`src/rtl/board_draw_sequencer_pkg.sv`:
```
// rtl/board_draw_sequencer_pkg.sv - shared constants and types for the board draw sequencer
package board_draw_sequencer_pkg;

    localparam int          GRID_CELLS             = 16;
    localparam logic [3:0]  LAST_CELL              = 4'd15;
    localparam int          DEFAULT_TIMEOUT_CYCLES = 32768;
    localparam int          DEFAULT_TIMEOUT_W      = 16;

    typedef enum logic [1:0] {
        MODE_FULL = 2'd0,
        MODE_MOVE = 2'd1,
        MODE_LOAD = 2'd2
    } mode_e;

    typedef enum logic [3:0] {
        ST_IDLE       = 4'd0,
        ST_FETCH      = 4'd1,
        ST_ISSUE      = 4'd2,
        ST_WAIT       = 4'd3,
        ST_NEXT       = 4'd4,
        ST_LOAD_ISSUE = 4'd5,
        ST_LOAD_WAIT  = 4'd6,
        ST_FINISH     = 4'd7,
        ST_ERROR      = 4'd8
    } state_e;

    // States in which a request is still in flight; FINISH and ERROR drop busy.
    function automatic logic state_is_busy(input state_e s);
        case (s)
            ST_FETCH, ST_ISSUE, ST_WAIT, ST_NEXT,
            ST_LOAD_ISSUE, ST_LOAD_WAIT: state_is_busy = 1'b1;
            default:                     state_is_busy = 1'b0;
        endcase
    endfunction

endpackage

```
`src/rtl/board_draw_sequencer_done_wait_timer.sv`:
```
// rtl/board_draw_sequencer_done_wait_timer.sv - saturating wait counter with expiry flag
module done_wait_timer #(
    parameter int LIMIT = 32768,
    parameter int W     = 16
) (
    input  logic clk,
    input  logic resetn,
    input  logic clr,
    input  logic en,
    output logic expired
);

    localparam logic [W-1:0] LAST_COUNT = W'(LIMIT - 1);
    localparam logic [W-1:0] MAX_COUNT  = {W{1'b1}};

    logic [W-1:0] count_q;
    logic [W-1:0] count_d;

    // Count wait cycles; clear wins over enable, and the count sticks at all-ones.
    always_comb begin
        count_d = count_q;
        if (clr) begin
            count_d = '0;
        end else if (en && (count_q != MAX_COUNT)) begin
            count_d = count_q + 1'b1;
        end
    end

    // Counter register.
    always_ff @(posedge clk) begin
        if (!resetn) begin
            count_q <= '0;
        end else begin
            count_q <= count_d;
        end
    end

    // Expired during the last permitted wait cycle, so the FSM leaves after LIMIT cycles.
    assign expired = en && (count_q >= LAST_COUNT);

endmodule

```
`src/rtl/board_draw_sequencer.sv`:
```
// rtl/board_draw_sequencer.sv - turns redraw requests into tile display engine handshakes
module board_draw_sequencer
    import board_draw_sequencer_pkg::*;
#(
    parameter int TIMEOUT_CYCLES = DEFAULT_TIMEOUT_CYCLES,
    parameter int TIMEOUT_W      = DEFAULT_TIMEOUT_W
) (
    input  logic       clk,
    input  logic       resetn,
    input  logic       start_full,
    input  logic       start_move,
    input  logic [3:0] cell_a,
    input  logic [3:0] cell_b,
    input  logic       load_screen,
    input  logic [2:0] screen_sel,
    input  logic [2:0] tile_sprite,
    output logic [3:0] board_rd_addr,
    input  logic [3:0] board_rd_id,
    output logic [3:0] address,
    output logic [3:0] ID,
    output logic [2:0] sprite_sel,
    output logic       plot,
    output logic       load_sprite,
    input  logic       disp_done,
    output logic       busy,
    output logic       finished,
    output logic       error
);

    state_e     state_q, state_d;
    mode_e      mode_q, mode_d;
    logic [3:0] cell_q, cell_d;
    logic [3:0] cell_a_q, cell_a_d;
    logic [3:0] cell_b_q, cell_b_d;
    logic [2:0] tile_sprite_q, tile_sprite_d;
    logic [3:0] address_q, address_d;
    logic [3:0] id_q, id_d;
    logic [2:0] sprite_sel_q, sprite_sel_d;
    logic       plot_q, plot_d;
    logic       load_sprite_q, load_sprite_d;
    logic       busy_q, busy_d;
    logic       finished_q, finished_d;
    logic       error_q, error_d;

    logic       timer_clr;
    logic       timer_en;
    logic       timer_expired;

    done_wait_timer #(
        .LIMIT (TIMEOUT_CYCLES),
        .W     (TIMEOUT_W)
    ) u_done_wait_timer (
        .clk     (clk),
        .resetn  (resetn),
        .clr     (timer_clr),
        .en      (timer_en),
        .expired (timer_expired)
    );

    // Next-state and registered-output decode; pulses are set on the edge entering their state.
    always_comb begin
        state_d       = state_q;
        mode_d        = mode_q;
        cell_d        = cell_q;
        cell_a_d      = cell_a_q;
        cell_b_d      = cell_b_q;
        tile_sprite_d = tile_sprite_q;
        address_d     = address_q;
        id_d          = id_q;
        sprite_sel_d  = sprite_sel_q;
        plot_d        = 1'b0;
        load_sprite_d = 1'b0;
        finished_d    = 1'b0;
        error_d       = error_q;
        timer_clr     = 1'b0;
        timer_en      = 1'b0;

        case (state_q)
            ST_IDLE: begin
                if (load_screen || start_full || start_move) begin
                    cell_a_d      = cell_a;
                    cell_b_d      = cell_b;
                    tile_sprite_d = tile_sprite;
                    error_d       = 1'b0;
                    if (load_screen) begin
                        // Screen select is presented together with the load pulse.
                        mode_d        = MODE_LOAD;
                        sprite_sel_d  = screen_sel;
                        load_sprite_d = 1'b1;
                        state_d       = ST_LOAD_ISSUE;
                    end else if (start_full) begin
                        mode_d  = MODE_FULL;
                        cell_d  = 4'd0;
                        state_d = ST_FETCH;
                    end else begin
                        mode_d  = MODE_MOVE;
                        cell_d  = cell_a;
                        state_d = ST_FETCH;
                    end
                end
            end

            ST_FETCH: begin
                // board_rd_addr is the cell counter, so board_rd_id is valid now.
                address_d    = cell_q;
                id_d         = board_rd_id;
                sprite_sel_d = tile_sprite_q;
                plot_d       = 1'b1;
                state_d      = ST_ISSUE;
            end

            ST_ISSUE: begin
                timer_clr = 1'b1;
                state_d   = ST_WAIT;
            end

            ST_WAIT: begin
                timer_en = 1'b1;
                if (disp_done) begin
                    state_d = ST_NEXT;
                end else if (timer_expired) begin
                    error_d = 1'b1;
                    state_d = ST_ERROR;
                end
            end

            ST_NEXT: begin
                if ((mode_q == MODE_FULL) && (cell_q != LAST_CELL)) begin
                    cell_d  = 4'(cell_q + 4'd1);
                    state_d = ST_FETCH;
                end else if ((mode_q == MODE_MOVE) && (cell_q == cell_a_q) &&
                             (cell_b_q != cell_a_q)) begin
                    cell_d  = cell_b_q;
                    state_d = ST_FETCH;
                end else begin
                    finished_d = 1'b1;
                    state_d    = ST_FINISH;
                end
            end

            ST_LOAD_ISSUE: begin
                timer_clr = 1'b1;
                state_d   = ST_LOAD_WAIT;
            end

            ST_LOAD_WAIT: begin
                timer_en = 1'b1;
                if (disp_done) begin
                    finished_d = 1'b1;
                    state_d    = ST_FINISH;
                end else if (timer_expired) begin
                    error_d = 1'b1;
                    state_d = ST_ERROR;
                end
            end

            ST_FINISH: begin
                state_d = ST_IDLE;
            end

            ST_ERROR: begin
                state_d = ST_IDLE;
            end

            default: begin
                state_d = ST_IDLE;
            end
        endcase

        busy_d = state_is_busy(state_d);
    end

    // State, operand and output registers; reset returns everything to idle and zero.
    always_ff @(posedge clk) begin
        if (!resetn) begin
            state_q       <= ST_IDLE;
            mode_q        <= MODE_FULL;
            cell_q        <= '0;
            cell_a_q      <= '0;
            cell_b_q      <= '0;
            tile_sprite_q <= '0;
            address_q     <= '0;
            id_q          <= '0;
            sprite_sel_q  <= '0;
            plot_q        <= 1'b0;
            load_sprite_q <= 1'b0;
            busy_q        <= 1'b0;
            finished_q    <= 1'b0;
            error_q       <= 1'b0;
        end else begin
            state_q       <= state_d;
            mode_q        <= mode_d;
            cell_q        <= cell_d;
            cell_a_q      <= cell_a_d;
            cell_b_q      <= cell_b_d;
            tile_sprite_q <= tile_sprite_d;
            address_q     <= address_d;
            id_q          <= id_d;
            sprite_sel_q  <= sprite_sel_d;
            plot_q        <= plot_d;
            load_sprite_q <= load_sprite_d;
            busy_q        <= busy_d;
            finished_q    <= finished_d;
            error_q       <= error_d;
        end
    end

    assign board_rd_addr = cell_q;
    assign address       = address_q;
    assign ID            = id_q;
    assign sprite_sel    = sprite_sel_q;
    assign plot          = plot_q;
    assign load_sprite   = load_sprite_q;
    assign busy          = busy_q;
    assign finished      = finished_q;
    assign error         = error_q;

endmodule

```
`config.mk`:
```
export PLATFORM = sky130hd
export DESIGN_NAME = board_draw_sequencer
export DESIGN_NICKNAME = d
export VERILOG_FILES = /design/src/rtl/board_draw_sequencer_pkg.sv /design/src/rtl/board_draw_sequencer_done_wait_timer.sv /design/src/rtl/board_draw_sequencer.sv
export SDC_FILE = /design/constraint.sdc
export NUM_CORES = 1
export LEC_CHECK = 0
export CAP_MARGIN = 15
export CORE_MARGIN = 1
export CORE_UTILIZATION = 39
export CTS_BUF_LIST = sky130_fd_sc_hd__clkbuf_8
export CTS_CLUSTER_DIAMETER = 30
export DETAILED_ROUTE_END_ITERATION = 8
export GPL_ROUTABILITY_DRIVEN = 0
export SETUP_SLACK_MARGIN = 0.2
export SLEW_MARGIN = 10
export SYNTH_ARGS = -nofsm -noshare
export SYNTH_HDL_FRONTEND = slang
export SYNTH_SLANG_ARGS = --single-unit
```
`constraint.sdc`:
```
create_clock -name clk -period 2.45 [get_ports clk]
set_clock_uncertainty 0.15 [all_clocks]
set_input_delay 0.735 -clock clk [delete_from_list [all_inputs] [get_ports clk]]
set_output_delay 0.735 -clock clk [all_outputs]
set_load 0.02 [all_outputs]
```
==> flow_summary.toml, run 1 <==
[status]
status = "finished clean"

[final_layout]
n_fill_cell = 600
postLayoutCoreUtil_pct = 52.62
stdcell_area_um2 = 3189
drive_gt1_share_pct = 10.29
area_growth_pct = 27.07
final-instance-count-excl-fill = 425
antenna_cells = 0
seq_area_um2 = 1062
multiInputGateArea_um2 = 1379
nets = 375

[drt]
met2_length_um = 2520
highest_layer = "met4"
wire_per_inst_um = 13.13
route.detailed.drc = 0
vias = 2190
ant_nets = 0
wl_met1_um = 2769
drt_wl_total_um = 5580
vias_per_cell = 5.153
dr.pass1.iters = 4
drt_iter0_drc = 63
wl_met3_um = 204

[synthesis]
synth.avg_cell_area_um2 = 8.366
synth_cell_types = 47
synth_edf_count = 0
synth_nets = 326
synth_largest_area_cell = "dfxtp_1"
yosysTopAreaCellShare_pct = 42.27
synth-seq-area-share_pct = 42.27
yosysWarnings = 0
ys.flop_type = "dfxtp_1"
synth_area_leaders = "dfxtp_1 42%, nand2_1 7.8%, nor2_1 5.7%, a21oi_1 5.0%, xnor2_1 4.5%"
netlist_area_um2 = 2510
ys_seq_elements = 53
async_flop_share_pct = 0
synth_cells = 300

[worst_hold_path]
worstHoldPathCells = 2
hold_path_class = "reg -> reg"
holdCritStartpoint = "address[1]"
whs_endpoint = "address[1]"

[clocking]
post_cts_resized = 3
clkSinkCount = 53
path_clk_slew_ps = 100
cts_hold_buf = 0
htreeDepth = 2
insertion_delay_ps = 310
clockBufferDepth = 2
post_cts_buffers = 0
cts_root_buf = "clkbuf_8"
numCtsBuffers = 5
cts_tree = "yes"

[worst_setup_path]
r2r_setup_slack_ps = 330
crit_family = "buffers and inverters"
critPathMaxStageDelay_ps = 610
path_cells = "clkdlybuf4s50_1"
cpMaxStageDelayCell = "clkdlybuf4s50_1"
rr_worst_depth = 7
crit_buf_inv = 1
cp.arrival_ps = 1290
crit_path_start_kind = "flip-flop"
end_kind = "output pin"
r2r_end = "busy"
crit_path_max_fanout = 2
r2r-start = "u_done_wait_timer.count_q[0]"
worst-setup-path-type = "reg -> out"
required_ps = 1560

[global_route]
grt_pass1_wl_um = 9411
grt_max_degree = 18
antenna_found_initial = 0
overflow = 0
grt_usage_pct = 18.31
grt_pass1_vias = 2011

[floorplan]
io_pins = 44
start_util_pct = 41.41
core_um2 = 6061
die_w_um = 82.22
dieArea_um2 = 6760
die_h_um = 82.22
row_count = 28

[timing]
setup_violations = 0
worst_slack_ps = 274.3
drv_slew = 0
finalSetupTns_ps = 0
rsz0062_at_grt = "true"
period_share_pct = 88.80
min_period_ps = 2176
tightest_slew_ps = 527.6
max_freq_ghz = 0.4596
holdWs_ps = 307.2
hold_violations = 0
maxSlewHeadroom_pct = 64.67

[place]
dpl.hpwl_um = 4070
place_ws_ps = -109.3
port_buffers = 43
dp.cells = 417
post_dp_cell_area_um2 = 3090

[run]
maxCapViolCount = 0

[power_and_ir_drop]
finalPower_mw = 2.206
leakagePower_nw = 1.205
power_density_nw_per_um2 = 691.7
ir_drop_mv = 0.3768
## sequential cells by signal (all words and copies together), names as in the netlist, 2 cells and up
name,cells
tile_sprite_q,3
cell_a_q,4
board_rd_addr,4
state_q,4
address,4
u_done_wait_timer.count_q,16
cell_b_q,4
ID,4
mode_q,2
sprite_sel,3
## synthesized netlist by cell type, types with 2 or more instances
| master | n |
|---|---|
| a21oi_1 | 25 |
| nand3_1 | 11 |
| nor2b_1 | 5 |
| xnor2_1 | 13 |
| nor3_1 | 5 |
| ha_1 | 2 |
| clkbuf_1 | 8 |
| nor4_4 | 2 |
| a211oi_1 | 5 |
| buf_2 | 2 |
| nand4_2 | 2 |
| and3_1 | 3 |
| o21ai_0 | 4 |
| nand2_1 | 52 |
| nor2_1 | 38 |
| o31ai_1 | 5 |
| and2_1 | 3 |
| nand4_1 | 5 |
| buf_4 | 2 |
| xor2_1 | 12 |
| a31oi_1 | 6 |
| mux2i_1 | 6 |
| nand2b_1 | 3 |
| nor4b_1 | 2 |
| dfxtp_1 | 53 |
| inv_1 | 5 |
## cell usage in the layout (no fill, tap or decap), drive strengths merged, types with 2 or more instances in the layout
cell / count
nor4b: 2
inv: 6
o31ai: 5
a311oi: 2
clkbuf: 5
dlygate4sd2: 2
and2: 3
xnor2: 13
a211oi: 6
nand3: 12
o21ai: 5
a21oi: 25
nor3: 5
nand2b: 3
and3: 3
nand2: 52
buf: 12
clkdlybuf4s50: 40
dfxtp: 53
a31oi: 6
ha: 2
nor2b: 5
xor2: 12
nand4: 7
nor2: 39
mux2i: 6
nor4: 4
## metal layers
layer / vias up / GRT usage [%]
li1: 1125 / -
met1: 1013 / 23.94
met2: 43 / 29.50
met3: 9 / 3.736
met4: 0 / 7.018
met5: - / 0
## where the power goes
part	switching [mW]	internal (mW)	total [mW]
logic	0.363	0.308	0.671
registers	0.0857	0.946	1.03
clock network	0.300	0.203	0.503
## logic make-up (layout without fill, tap and decap cells)
family,Yosys count,count (layout),share of synthesized area (%)
AO/OA/AOI/OAI,56,56,14.86
XOR/XNOR,25,25,8.724
adder cells (fa/ha/maj),2,2,0.9968
buffers and inverters,18,68,3.091
flip-flops,53,53,42.27
multiplexers,6,6,2.393
AND/OR/NAND/NOR,140,140,27.67
## cell type report
| cell class | instances | area share (%) |
|---|---|---|
| Multi-Input combinational cell | 229 | 43.23 |
| Sequential cell | 53 | 33.31 |
| Clock buffer | 5 | 2.158 |
| Timing Repair Buffer | 55 | 17.10 |
| Inverter | 5 | 0.5885 |
| Clock inverter | 3 | 0.6669 |
| Tap cell | 75 | 2.942 |
## worst max path at each step
stage / slack [ps] / from / end / cells after the start
6_report: 270 / board_rd_addr[2] / board_rd_addr[2] / 1
5_1_grt: 160 / u_done_wait_timer.count_q[0] / busy / 7
4_1_cts: 160 / board_rd_addr[3] / board_rd_addr[3] / 1
3_5_place_dp: -110 / load_screen / busy / 6
3_3_place_gp: -20 / load_screen / busy / 6
2_1_floorplan: 450 / board_rd_addr[0] / busy / 6
(Power assumes the default switching activity.)
==> inputs of run 2 (changes only) <==
- clock period: 2.45 -> 2.81 ns (I/O delays scaled with it)
==> run 2 against run 1 <==
Die area is the same. Critical path depth is the same. Global-route usage grew 0.31 points. Utilization shrank 0.78 points. Sequential share of layout area grew 0.46 points. Total power shrank 12%. First-iteration DRC count grew 98%. Critical path type unchanged. Largest power group unchanged.
==> flow_summary.toml, run 2 (synthesized netlist as in run 1, its figures left out) <==
[timing]
finalSetupTns_ps = 0
drv_slew = 0
holdWs_ps = 310.7
worst_slack_ps = 300.1
hold_violations = 0
setup_violations = 0
min_period_ps = 2510
rsz0062_at_grt = "false"
tightest_slew_ps = 871.0
max_freq_ghz = 0.3984
maxSlewHeadroom_pct = 41.81
period_share_pct = 89.32

[drt]
ant_nets = 0
drt_wl_total_um = 5721
vias_per_cell = 5.188
vias = 2179
wire_per_inst_um = 13.62
drt_iter0_drc = 125
dr.pass1.iters = 4
route.detailed.drc = 0

[final_layout]
drive_gt1_share_pct = 8.116
largest_reg_flops = 16
antenna_cells = 0
postLayoutCoreUtil_pct = 51.84
stdcell_area_um2 = 3142
seq_area_um2 = 1061
layout_commonest_cell = "dfxtp_1"
n_fill_cell = 608
multiInputGateArea_um2 = 1371
regMostFlops = "u_done_wait_timer.count_q"
final-instance-count-excl-fill = 420
layout_common_cells = "53 x dfxtp_1, 52 x nand2_1, 43 x clkdlybuf4s50_1"
nets = 370
area_growth_pct = 25.17

[place]
port_buffers = 43
place_ws_ps = 127.8
post_dp_cell_area_um2 = 3040
dpl.hpwl_um = 4044
dp.cells = 412

[power_and_ir_drop]
finalPower_mw = 1.944
p_clk_share_pct = 24.2
combPwrFrac_pct = 28.9
swShare_pct = 32.87
p_int_mw = 1.305
p_switching_uw = 639.1
leakagePower_nw = 1.156
seqPwrFrac_pct = 46.9
power_density_nw_per_um2 = 618.8
ir_drop_mv = 0.3036

[worst_hold_path]
hold_path_class = "reg -> reg"

[floorplan]
die_h_um = 82.22
row_count = 28
die_w_um = 82.22
core_um2 = 6061
start_util_pct = 41.41
dieArea_um2 = 6760
io_pins = 44

[clocking]
post_cts_buffers = 0
cts_root_buf = "clkbuf_8"
clkSinkCount = 53
htreeDepth = 2
insertion_delay_ps = 300
numCtsBuffers = 5
clockBufferDepth = 2
cts_hold_buf = 0
cts_tree = "yes"
path_clk_slew_ps = 90
post_cts_resized = 0

[status]
status = "finished clean"

[worst_setup_path]
crit_family = "buffers and inverters"
worst-setup-path-type = "reg -> out"
critPathMaxStageDelay_ps = 680
cpMaxStageDelayCell = "clkdlybuf4s50_1"
crit_buf_inv = 1
crit_path_start_kind = "flip-flop"
crit_path_max_fanout = 7
required_ps = 1820
path_cells = "clkdlybuf4s50_1"
end_kind = "output pin"
cp.arrival_ps = 1520

[run]
maxCapViolCount = 0

[global_route]
grt_pass1_vias = 2042
antenna_found_initial = 0
overflow = 0
grt_usage_pct = 18.62
grt_max_degree = 22
grt_pass1_wl_um = 9708
run 2: final cells by class:
class                      count  share of cell area (%)
sequential                    53                   33.77
clock buffer                   7                   3.067
tap                           75                   2.987
timing repair buffer          50                   15.77
multi-input combinational    229                   43.65
clock inverter                 1                  0.1593
inverter                       5                  0.5974
run 2: routing by layer:
layer | share of wire [%] | track usage [%]
met1 | 50 | 26.04
met3 | 3.6 | 3.077
met5 | 0 | 0
met2 | 45 | 28.35
met4 | 1.8 | 7.368
run 2: worst paths after layout:
| path | cells past startpoint | end | slack, ps | startpoint |
|---|---|---|---|---|
| worst min register to register | 2 | tile_sprite_q[2] | 310 | tile_sprite_q[2] |
| worst min-delay path | 2 | tile_sprite_q[2] | 310 | tile_sprite_q[2] |
| worst max-delay path | 1 | board_rd_addr[3] | 300 | board_rd_addr[3] |
| worst max register to register | 7 | busy | 650 | u_done_wait_timer.count_q[0] |
run 2: worst min-delay path, stage by stage, from the launching register on:
cell and delay (ps):
dfxtp_1 320, nand2_1 50, a21oi_1 50
run 2: power groups by stage:
stage	Sequential, mW	Clock, mW	Combinational (mW)
floorplan	0.928	0	0.363
global placement	0.928	0	0.562
detailed placement	0.927	0	0.564
CTS	0.911	0.488	0.568
global route	0.924	0.521	0.630
finish	0.912	0.471	0.562
